--- src/rtl/decode_stage.sv ---
// RV32I decode stage: full instruction decode, 32x32 register file with
// write-through bypass, immediate generation, ID/EX register and load-use stall.
module decode_stage #(
  parameter logic [31:0] RESET_PC = 32'h0000_0000
) (
  input  logic        clk,
  input  logic        reset,
  input  logic        i_pipe_stall,
  input  logic        i_pipe_flush,
  input  logic [31:0] i_pipe_PC,
  input  logic [31:0] i_pipe_Instruction,
  input  logic        i_wb_we,
  input  logic [4:0]  i_wb_rd,
  input  logic [31:0] i_wb_data,
  output logic        o_load_use_stall,
  output logic        o_pipe_valid,
  output logic        o_pipe_illegal,
  output logic [31:0] o_pipe_PC,
  output logic [31:0] o_pipe_rs1_data,
  output logic [31:0] o_pipe_rs2_data,
  output logic [31:0] o_pipe_imm,
  output logic [4:0]  o_pipe_rs1,
  output logic [4:0]  o_pipe_rs2,
  output logic [4:0]  o_pipe_rd,
  output logic [3:0]  o_pipe_alu_op,
  output logic [2:0]  o_pipe_funct3,
  output logic        o_pipe_alu_src_pc,
  output logic        o_pipe_alu_src_imm,
  output logic        o_pipe_reg_we,
  output logic        o_pipe_mem_re,
  output logic        o_pipe_mem_we,
  output logic        o_pipe_branch,
  output logic        o_pipe_jump,
  output logic        o_pipe_jalr,
  output logic [1:0]  o_pipe_wb_sel
);

  localparam logic [6:0] OPC_LUI    = 7'b0110111;
  localparam logic [6:0] OPC_AUIPC  = 7'b0010111;
  localparam logic [6:0] OPC_JAL    = 7'b1101111;
  localparam logic [6:0] OPC_JALR   = 7'b1100111;
  localparam logic [6:0] OPC_BRANCH = 7'b1100011;
  localparam logic [6:0] OPC_LOAD   = 7'b0000011;
  localparam logic [6:0] OPC_STORE  = 7'b0100011;
  localparam logic [6:0] OPC_OP_IMM = 7'b0010011;
  localparam logic [6:0] OPC_OP     = 7'b0110011;

  localparam logic [3:0] ALU_ADD    = 4'd0;
  localparam logic [3:0] ALU_SUB    = 4'd1;
  localparam logic [3:0] ALU_SLL    = 4'd2;
  localparam logic [3:0] ALU_SLT    = 4'd3;
  localparam logic [3:0] ALU_SLTU   = 4'd4;
  localparam logic [3:0] ALU_XOR    = 4'd5;
  localparam logic [3:0] ALU_SRL    = 4'd6;
  localparam logic [3:0] ALU_SRA    = 4'd7;
  localparam logic [3:0] ALU_OR     = 4'd8;
  localparam logic [3:0] ALU_AND    = 4'd9;
  localparam logic [3:0] ALU_PASS_B = 4'd10;

  localparam logic [1:0] WB_ALU = 2'd0;
  localparam logic [1:0] WB_MEM = 2'd1;
  localparam logic [1:0] WB_PC4 = 2'd2;

  typedef struct packed {
    logic        valid;
    logic        illegal;
    logic [31:0] pc;
    logic [31:0] rs1_data;
    logic [31:0] rs2_data;
    logic [31:0] imm;
    logic [4:0]  rs1;
    logic [4:0]  rs2;
    logic [4:0]  rd;
    logic [3:0]  alu_op;
    logic [2:0]  funct3;
    logic        alu_src_pc;
    logic        alu_src_imm;
    logic        reg_we;
    logic        mem_re;
    logic        mem_we;
    logic        branch;
    logic        jump;
    logic        jalr;
    logic [1:0]  wb_sel;
  } idex_t;

  function automatic logic [3:0] alu_of(input logic [2:0] f3, input logic alt);
    logic [3:0] op;
    case (f3)
      3'd0:    op = alt ? ALU_SUB : ALU_ADD;
      3'd1:    op = ALU_SLL;
      3'd2:    op = ALU_SLT;
      3'd3:    op = ALU_SLTU;
      3'd4:    op = ALU_XOR;
      3'd5:    op = alt ? ALU_SRA : ALU_SRL;
      3'd6:    op = ALU_OR;
      default: op = ALU_AND;
    endcase
    return op;
  endfunction

  logic [31:0] regs_q [32];
  logic [31:0] regs_d [32];
  idex_t       idex_q, idex_d, dec;

  logic [6:0]  opcode, funct7;
  logic [4:0]  rd, rs1, rs2;
  logic [2:0]  funct3;
  logic [31:0] imm_i, imm_s, imm_b, imm_u, imm_j;
  logic [31:0] rs1_data, rs2_data;
  logic        illegal, uses_rs1, uses_rs2;

  assign opcode = i_pipe_Instruction[6:0];
  assign rd     = i_pipe_Instruction[11:7];
  assign funct3 = i_pipe_Instruction[14:12];
  assign rs1    = i_pipe_Instruction[19:15];
  assign rs2    = i_pipe_Instruction[24:20];
  assign funct7 = i_pipe_Instruction[31:25];

  assign imm_i = {{20{i_pipe_Instruction[31]}}, i_pipe_Instruction[31:20]};
  assign imm_s = {{20{i_pipe_Instruction[31]}}, i_pipe_Instruction[31:25],
                  i_pipe_Instruction[11:7]};
  assign imm_b = {{19{i_pipe_Instruction[31]}}, i_pipe_Instruction[31], i_pipe_Instruction[7],
                  i_pipe_Instruction[30:25], i_pipe_Instruction[11:8], 1'b0};
  assign imm_u = {i_pipe_Instruction[31:12], 12'h000};
  assign imm_j = {{11{i_pipe_Instruction[31]}}, i_pipe_Instruction[31], i_pipe_Instruction[19:12],
                  i_pipe_Instruction[20], i_pipe_Instruction[30:21], 1'b0};

  always_comb begin
    regs_d = regs_q;
    if (i_wb_we && (i_wb_rd != 5'd0)) regs_d[i_wb_rd] = i_wb_data;
  end

  always_ff @(posedge clk or posedge reset) begin
    if (reset) begin
      for (int unsigned i = 0; i < 32; i++) regs_q[i] <= '0;
    end else begin
      regs_q <= regs_d;
    end
  end

  // Same-cycle writeback is forwarded so the value is seen before the write lands.
  always_comb begin
    rs1_data = regs_q[rs1];
    if (rs1 == 5'd0) rs1_data = '0;
    else if (i_wb_we && (i_wb_rd == rs1)) rs1_data = i_wb_data;
    rs2_data = regs_q[rs2];
    if (rs2 == 5'd0) rs2_data = '0;
    else if (i_wb_we && (i_wb_rd == rs2)) rs2_data = i_wb_data;
  end

  always_comb begin
    dec          = '0;
    illegal      = 1'b0;
    uses_rs1     = 1'b0;
    uses_rs2     = 1'b0;
    dec.pc       = i_pipe_PC;
    dec.rs1      = rs1;
    dec.rs2      = rs2;
    dec.rd       = rd;
    dec.funct3   = funct3;
    dec.rs1_data = rs1_data;
    dec.rs2_data = rs2_data;
    case (opcode)
      OPC_LUI: begin
        dec.imm = imm_u; dec.alu_op = ALU_PASS_B; dec.alu_src_imm = 1'b1; dec.reg_we = 1'b1;
      end
      OPC_AUIPC: begin
        dec.imm = imm_u; dec.alu_op = ALU_ADD; dec.alu_src_pc = 1'b1;
        dec.alu_src_imm = 1'b1; dec.reg_we = 1'b1;
      end
      OPC_JAL: begin
        dec.imm = imm_j; dec.alu_op = ALU_ADD; dec.alu_src_pc = 1'b1; dec.alu_src_imm = 1'b1;
        dec.reg_we = 1'b1; dec.jump = 1'b1; dec.wb_sel = WB_PC4;
      end
      OPC_JALR: begin
        uses_rs1 = 1'b1;
        dec.imm = imm_i; dec.alu_op = ALU_ADD; dec.alu_src_imm = 1'b1;
        dec.reg_we = 1'b1; dec.jalr = 1'b1; dec.wb_sel = WB_PC4;
        illegal = (funct3 != 3'd0);
      end
      OPC_BRANCH: begin
        uses_rs1 = 1'b1; uses_rs2 = 1'b1;
        dec.imm = imm_b; dec.alu_op = ALU_SUB; dec.branch = 1'b1;
        illegal = (funct3 == 3'd2) || (funct3 == 3'd3);
      end
      OPC_LOAD: begin
        uses_rs1 = 1'b1;
        dec.imm = imm_i; dec.alu_op = ALU_ADD; dec.alu_src_imm = 1'b1;
        dec.reg_we = 1'b1; dec.mem_re = 1'b1; dec.wb_sel = WB_MEM;
        illegal = (funct3 == 3'd3) || (funct3 == 3'd6) || (funct3 == 3'd7);
      end
      OPC_STORE: begin
        uses_rs1 = 1'b1; uses_rs2 = 1'b1;
        dec.imm = imm_s; dec.alu_op = ALU_ADD; dec.alu_src_imm = 1'b1; dec.mem_we = 1'b1;
        illegal = (funct3 > 3'd2);
      end
      OPC_OP_IMM: begin
        uses_rs1 = 1'b1;
        dec.imm = imm_i; dec.alu_src_imm = 1'b1; dec.reg_we = 1'b1;
        dec.alu_op = alu_of(funct3, (funct3 == 3'd5) && funct7[5]);
        if (funct3 == 3'd1) illegal = (funct7 != 7'h00);
        else if (funct3 == 3'd5) illegal = (funct7 != 7'h00) && (funct7 != 7'h20);
      end
      OPC_OP: begin
        uses_rs1 = 1'b1; uses_rs2 = 1'b1;
        dec.reg_we = 1'b1;
        dec.alu_op = alu_of(funct3, funct7[5]);
        illegal = !((funct7 == 7'h00) ||
                    ((funct7 == 7'h20) && ((funct3 == 3'd0) || (funct3 == 3'd5))));
      end
      default: illegal = 1'b1;
    endcase
    dec.valid   = 1'b1;
    dec.illegal = illegal;
    if (illegal) begin
      dec.reg_we = 1'b0; dec.mem_re = 1'b0; dec.mem_we = 1'b0;
      dec.branch = 1'b0; dec.jump   = 1'b0; dec.jalr   = 1'b0;
    end
    // The all-zero word is what fetch emits out of reset: treat it as an empty slot.
    if (i_pipe_Instruction == '0) dec = '0;
  end

  assign o_load_use_stall = idex_q.valid & idex_q.mem_re & (idex_q.rd != 5'd0) &
                            dec.valid & ~dec.illegal &
                            ((uses_rs1 & (rs1 == idex_q.rd)) | (uses_rs2 & (rs2 == idex_q.rd)));

  always_comb begin
    idex_d = dec;
    if (i_pipe_flush)          idex_d = '0;
    else if (i_pipe_stall)     idex_d = idex_q;
    else if (o_load_use_stall) idex_d = '0;
  end

  always_ff @(posedge clk or posedge reset) begin
    if (reset) begin
      idex_q    <= '0;
      idex_q.pc <= RESET_PC;
    end else begin
      idex_q <= idex_d;
    end
  end

  assign o_pipe_valid       = idex_q.valid;
  assign o_pipe_illegal     = idex_q.illegal;
  assign o_pipe_PC          = idex_q.pc;
  assign o_pipe_rs1_data    = idex_q.rs1_data;
  assign o_pipe_rs2_data    = idex_q.rs2_data;
  assign o_pipe_imm         = idex_q.imm;
  assign o_pipe_rs1         = idex_q.rs1;
  assign o_pipe_rs2         = idex_q.rs2;
  assign o_pipe_rd          = idex_q.rd;
  assign o_pipe_alu_op      = idex_q.alu_op;
  assign o_pipe_funct3      = idex_q.funct3;
  assign o_pipe_alu_src_pc  = idex_q.alu_src_pc;
  assign o_pipe_alu_src_imm = idex_q.alu_src_imm;
  assign o_pipe_reg_we      = idex_q.reg_we;
  assign o_pipe_mem_re      = idex_q.mem_re;
  assign o_pipe_mem_we      = idex_q.mem_we;
  assign o_pipe_branch      = idex_q.branch;
  assign o_pipe_jump        = idex_q.jump;
  assign o_pipe_jalr        = idex_q.jalr;
  assign o_pipe_wb_sel      = idex_q.wb_sel;

endmodule

--- config.mk ---
export PLATFORM = sky130hd
export DESIGN_NAME = decode_stage
export DESIGN_NICKNAME = d
export VERILOG_FILES = /design/src/rtl/decode_stage.sv
export SDC_FILE = /design/constraint.sdc
export NUM_CORES = 2
export LEC_CHECK = 0
export BUFFER_PORTS_ARGS = -buffer_cell sky130_fd_sc_hd__buf_2
export CORE_MARGIN = 8
export CORE_UTILIZATION = 50
export CTS_CLUSTER_DIAMETER = 80
export CTS_CLUSTER_SIZE = 16
export DETAILED_ROUTE_END_ITERATION = 6
export HOLD_SLACK_MARGIN = 0.15
export PLACE_DENSITY = 0.78
export SLEW_MARGIN = 15
export SYNTH_ARGS = -nofsm -noshare
export SYNTH_HDL_FRONTEND = slang
export SYNTH_SLANG_ARGS = --single-unit
--- constraint.sdc ---
create_clock -name clk -period 58.4 [get_ports clk]
set_input_delay 5.84 -clock clk [delete_from_list [all_inputs] [get_ports clk]]
set_output_delay 5.84 -clock clk [all_outputs]
set_load 0.02 [all_outputs]
# Word-level counts from Yosys, hierarchy flattened

Index checks and enable logic that the tools add are counted.

$add $sub $neg: 0
Multiply operators: 0
Div/mod/pow operators: 0
$lt $le $gt $ge: 5
Equal/unequal tests: 23
Shift-type cells: 0
Mux-type cells: 40
Bitwise operators: 12
Reductions and logical operators: 31

Operators with widths:

| operator                                                               | count |
|---|---|
| 1024-bit bitwise mux                                                   | 1 |
| 162-bit two-way mux                                                    | 4 |
| 32-bit binary-select mux with 5-bit select                             | 2 |
| 32-bit two-way mux                                                     | 9 |
| 32-bit demux with 5-bit select                                         | 1 |
| 32-bit case mux with 5 select lines                                    | 1 |
| 4-bit case mux with 7 select lines                                     | 2 |
| 32-bit logical NOT                                                     | 1 |
| 7-bit by 6-bit equality test with 1-bit output (second input constant) | 4 |
| 7-bit equality test (second input constant)                            | 3 |
| 5-bit equality test                                                    | 4 |
| 6-bit >= comparator (second input constant)                            | 3 |
| 5-bit inverter with 6-bit output                                       | 3 |
| 1-bit two-way mux                                                      | 16 |
| 4-bit case mux with 4 select lines                                     | 1 |
| 7-bit by 5-bit equality test with 1-bit output (second input constant) | 2 |
| 7-bit OR reduction                                                     | 2 |
| 3-bit equality test (second input constant)                            | 4 |
| 5-bit logical NOT                                                      | 2 |
| 5-bit nonzero test                                                     | 2 |
| 3-bit OR reduction                                                     | 3 |
| 1-bit bitwise AND                                                      | 7 |
| 7-bit by 2-bit equality test with 1-bit output (second input constant) | 1 |
| 1-bit logical AND                                                      | 7 |
| other kinds (19)                                                       | 26 |

Bits in registers: 1186
Bits in latches: 0
RAM bits: 0
Memory bits (read-only): 0
Input bits: 106
Output and inout bits: 163
Memories: 0

# Longest topological paths before layout

Word-level depth: 14
Gate-level depth with buffers: 11
Depth with buffers taken out: 6

# Worst setup path before layout

OpenSTA, ideal clock, no wires.

Path kind: in2out
From: input i_pipe_Instruction[27]
To: output o_load_use_stall
Data arrival time: 7.141 ns
Required time: 52.560 ns
Slack: 45.419 ns
Cell stages on the path: 6
Path through: or4_1 > nor3_2 > a211oi_1 > a221oi_2 > nand2_1 > inv_1

Longest elaborated chain between the ends: 9

RTL lines:

| element                                                                | RTL line | source |
|---|---|---|
| start: declaration                                                     | 11       | `input logic [31:0] i_pipe_Instruction,` |
| 7-bit by 6-bit != test with 1-bit output, or another cell as far along | 203      | `else if (funct3 == 3'd5) illegal = (funct7 != 7'h00) && (funct7 != 7'h20);` |
| 1-bit logical AND, on equally long branches                            | 203, 210 |  |
| 1-bit two-way mux / 1-bit logical OR (equally long branches)           | 203, 209 |  |
| 1-bit two-way mux / 1-bit logical NOT (equally long branches)          | 202, 209 |  |
| 1-bit case mux with 7 select lines                                     | 164      | `case (opcode)` |
| 162-bit two-way mux (*)                                                | 221      | `if (i_pipe_Instruction == '0) dec = '0;` |
| 1-bit inverter                                                         | 225      | `dec.valid & ~dec.illegal &` |
| 1-bit bitwise AND (*) (2 in a row)                                     | 225      |  |
| end: declaration                                                       | 15       | `output logic o_load_use_stall,` |

Mark *: on every way between the ends. The rest lies on a longest branch, timed or not.

# Final worst setup path

Same ends and word-level chain as after synthesis.

==> metrics.md <==
| Metric | Value |
|---|---|
| Outcome | `complete, no violations` |
| Critical path class | `in -> out` |
| Reg2Reg Capture Point | `o_pipe_rs1_data[8]` |
| Skew final | `0.0319 ns` |
| DR vias/cell | `between 7 and 8` |
| TritonCTS Buffers | `85` |
| Delay-heaviest family, CP | `simple AND/OR/NAND/NOR gates` |
| Clk buf depth | `3` |
| Crit path depth | `8` |
| GR Util met3 | `0.0926` |
| Via count | `~43,000` |
| First-pass GRT wire length | `297,000 um` |
| Final setup fails | `0` |
| Synth top area share | `0.482` |
| WL final | `201,000 um` |
| Vias in the first global route | `43,492` |
| GRT Max-Usage Layer | `met2` |
| Clk Latency, worst-skew pair | `0.70 ns` |
| Core ar. | `about 120,000 um^2` |
| Max_cap viols | `0` |
| R2R depth | `7` |
| Final worst path period share | `0.236` |
| DP HPWL | `120,000 um` |
| Setup Fix Bufs, Post-CTS | `0` |
| Hold Path Class | `reg -> reg` |
| R2R Path Start | `o_pipe_rd[2]` |
| FP Rows | `128` |
| # clock sinks | `1,186` |
| CP Max Fanout | `4` |
| Avg Cell Area, Syn | `14.0 um^2` |
| Post-synth EDFFs | `0` |
| Wire per inst | `roughly 33 um` |
| Starting density of the core | `0.505` |
| Leak | `0.0289 uW` |
| Crit-path max cell delay | `0.53 ns` |
| Input/output buffers | `268` |
| CTS root buf | `clkbuf_16` |
| Startpoint Class | `primary input` |
| Worst Setup EP | `o_load_use_stall` |
| Worst Setup End Kind | `output port` |
| Cells after Synth | `roughly 4,400` |
| Sequential share of the synthesized area | `0.482` |
| Worst Setup SP | `i_pipe_Instruction[27]` |
| Chip height | `367 um` |
| Synth unique cells | `61` |
| Synthesized Nets | `about 4,500` |
| Unrepaired setup endpoints after global routing | `no` |
| Worst path cell trace | `buf_2 > or4_1 > nor3_2 > a211oi_1 > a221oi_2 > nand2_1 > inv_1 > buf_2` |
| Die Wd | `367 um` |
| Residual DRC | `0` |
| Initial DRC count | `5,733` |
| Post_cts resized | `0` |
| Slew HR | `0.189` |
| Post-synth ARST share | `1.00` |
| Max frequency | `72.4 MHz` |
| Peak VDD IR | `0.0000235 V` |
| Power per Cell Area | `between 30 and 40 nW/um^2` |
| CTS tree | `yes` |
| Synthesis-stage register bit count | `1,186` |
| Count leader, synth | `dfrtp_1` |
| Total GRT Usage | `0.291` |
| Area of the die | `135,000 um^2` |
| Cell mode on critical path | `buf_2` |
| Area Growth Syn to Fin | `7.42%` |
| Largest net degree at the start of global routing | `186` |
| Met2 Track Usage GR | `0.432` |
| Post-cts hold buffer count | `0` |
| Synth Flop Type | `dfrtp_1` |
| Commonest cells in the netlist | `dfrtp_1 (1,186), mux2_2 (1,065), mux4_2 (405)` |
| Worst EP arrival | `7.96 ns` |
| Final hold vios | `0` |
| Internal reg-to-reg setup slack | `55.65 ns` |
| Synth area leader | `dfrtp_1` |
| Critical path buffers and inverters | `3` |
| Worst Path Required | `52.56 ns` |
| DRT Pass-1 Iters | `5` |
| GR met1 Demand/Resource | `0.386` |
| Clock transition at path regs | `0.07 ns` |
| Post-Syn Area | `61,600 um^2` |
| Max Slew Vio Count | `0` |
| ANT nets after route | `0` |
| Fraction of layout cells with a size suffix above 1 | `0.456` |
| Fin util | `0.542` |
| Initial antenna violation count | `15` |
| Ys Warns | `0` |
| Congestion Overflow GR | `0` |
| Tmin final | `approximately 14 ns` |
| Tightest Pin Transition | `~1.2 ns` |
| Synth area leaders | `dfrtp_1 (48%), mux2_2 (19%), mux4_2 (15%)` |
| Setup TNS Final | `0 ns` |
| Crit-path slowest cell | `or4_1` |
| H-tree depth | `3` |
| Total Power | `2070 uW` |
| Fin nets | `4,475` |
| RePlAce Congestion | `about 0.94` |
| Io pins | `269` |
==> state kept, by name, indices dropped and copies added, names as in the netlist, 2 cells and up <==
signal and flops:
o_pipe_rs1_data 32, o_pipe_rd 5, o_pipe_wb_sel 2, o_pipe_imm 32, o_pipe_rs2 5, o_pipe_alu_op 4, o_pipe_funct3 3, o_pipe_rs2_data 32
regs_q 1024, o_pipe_rs1 5, o_pipe_PC 32
==> final cells by class <==
class                   count  area [um^2]
diodes                     12         30.0
clock buffers              90         2210
clock inverters             9          126
fillers                  9835        55900
inverters                   6         30.0
multi-input cells        2722        29900
flip-flops and latches   1186        29700
well taps                1625         2030
repair buffers            368         2200
==> cell families after synthesis <==
| logic type | after synthesis | synth area share |
|---|---|---|
| AO/OA/AOI/OAI | 592 | 0.0678 |
| XOR/XNOR | 21 | 0.00299 |
| buffers and inverters | 494 | 0.0375 |
| flip-flops | 1186 | 0.482 |
| multiplexers | 1659 | 0.373 |
| AND/OR/NAND/NOR | 450 | 0.0366 |
==> how the worst min path moves through the flow <==
stage / from / endpoint / slack (ns) / depth (start not counted)
detailed placement: regs_q[1001] / regs_q[1001] / 0.39 / 0
global route: regs_q[1006] / regs_q[1006] / 0.41 / 0
finish: regs_q[1015] / regs_q[1015] / 0.40 / 0
floorplan: regs_q[1003] / regs_q[1003] / 0.44 / 1
global placement: regs_q[1017] / regs_q[1017] / 0.38 / 0
CTS: regs_q[1001] / regs_q[1001] / 0.40 / 0
==> per-stage QoR <==
step	worst slack, ns	cell area (um^2)	hold WS, ns	cells
2_1_floorplan	19.15	61600	0.442	4402
3_3_place_gp	44.61	63800	0.380	5907
3_5_place_dp	44.56	63800	0.388	5907
4_1_cts	44.55	66200	0.404	6006
5_1_grt	44.49	66200	0.415	6012
6_report	44.60	66200	0.403	6018
==> per-layer routing <==
| metal | up-vias | wire length, um |
|---|---|---|
| li1 | 16691 | - |
| met1 | 22446 | 77000 |
| met2 | 2914 | 88900 |
| met3 | 634 | 23700 |
| met4 | 6 | 11400 |
| met5 | - | 40 |
==> where the power goes <==
group	internal (uW)	switching, uW	total (uW)
combinational	249	187	436
clock	270	296	566
sequential	961	109	1070
total	1480	592	2070
==> layout by cell type (no fill, tap or decap), types with 29 or more instances in the layout <==
cell / count
dfrtp_1: 1186
mux2_2: 1065
mux4_2: 405
buf_2: 261
mux2i_1: 189
nand2_1: 170
a21oi_1: 101
buf_4: 97
clkbuf_16: 87
a22oi_1: 84
o22ai_1: 77
o31ai_1: 65
a211oi_1: 63
a22o_1: 54
nor2b_1: 42
o21ai_0: 35
nor4_1: 34
nand3_1: 33
and2_1: 32
o221ai_1: 29
(Power assumes the default switching activity.)
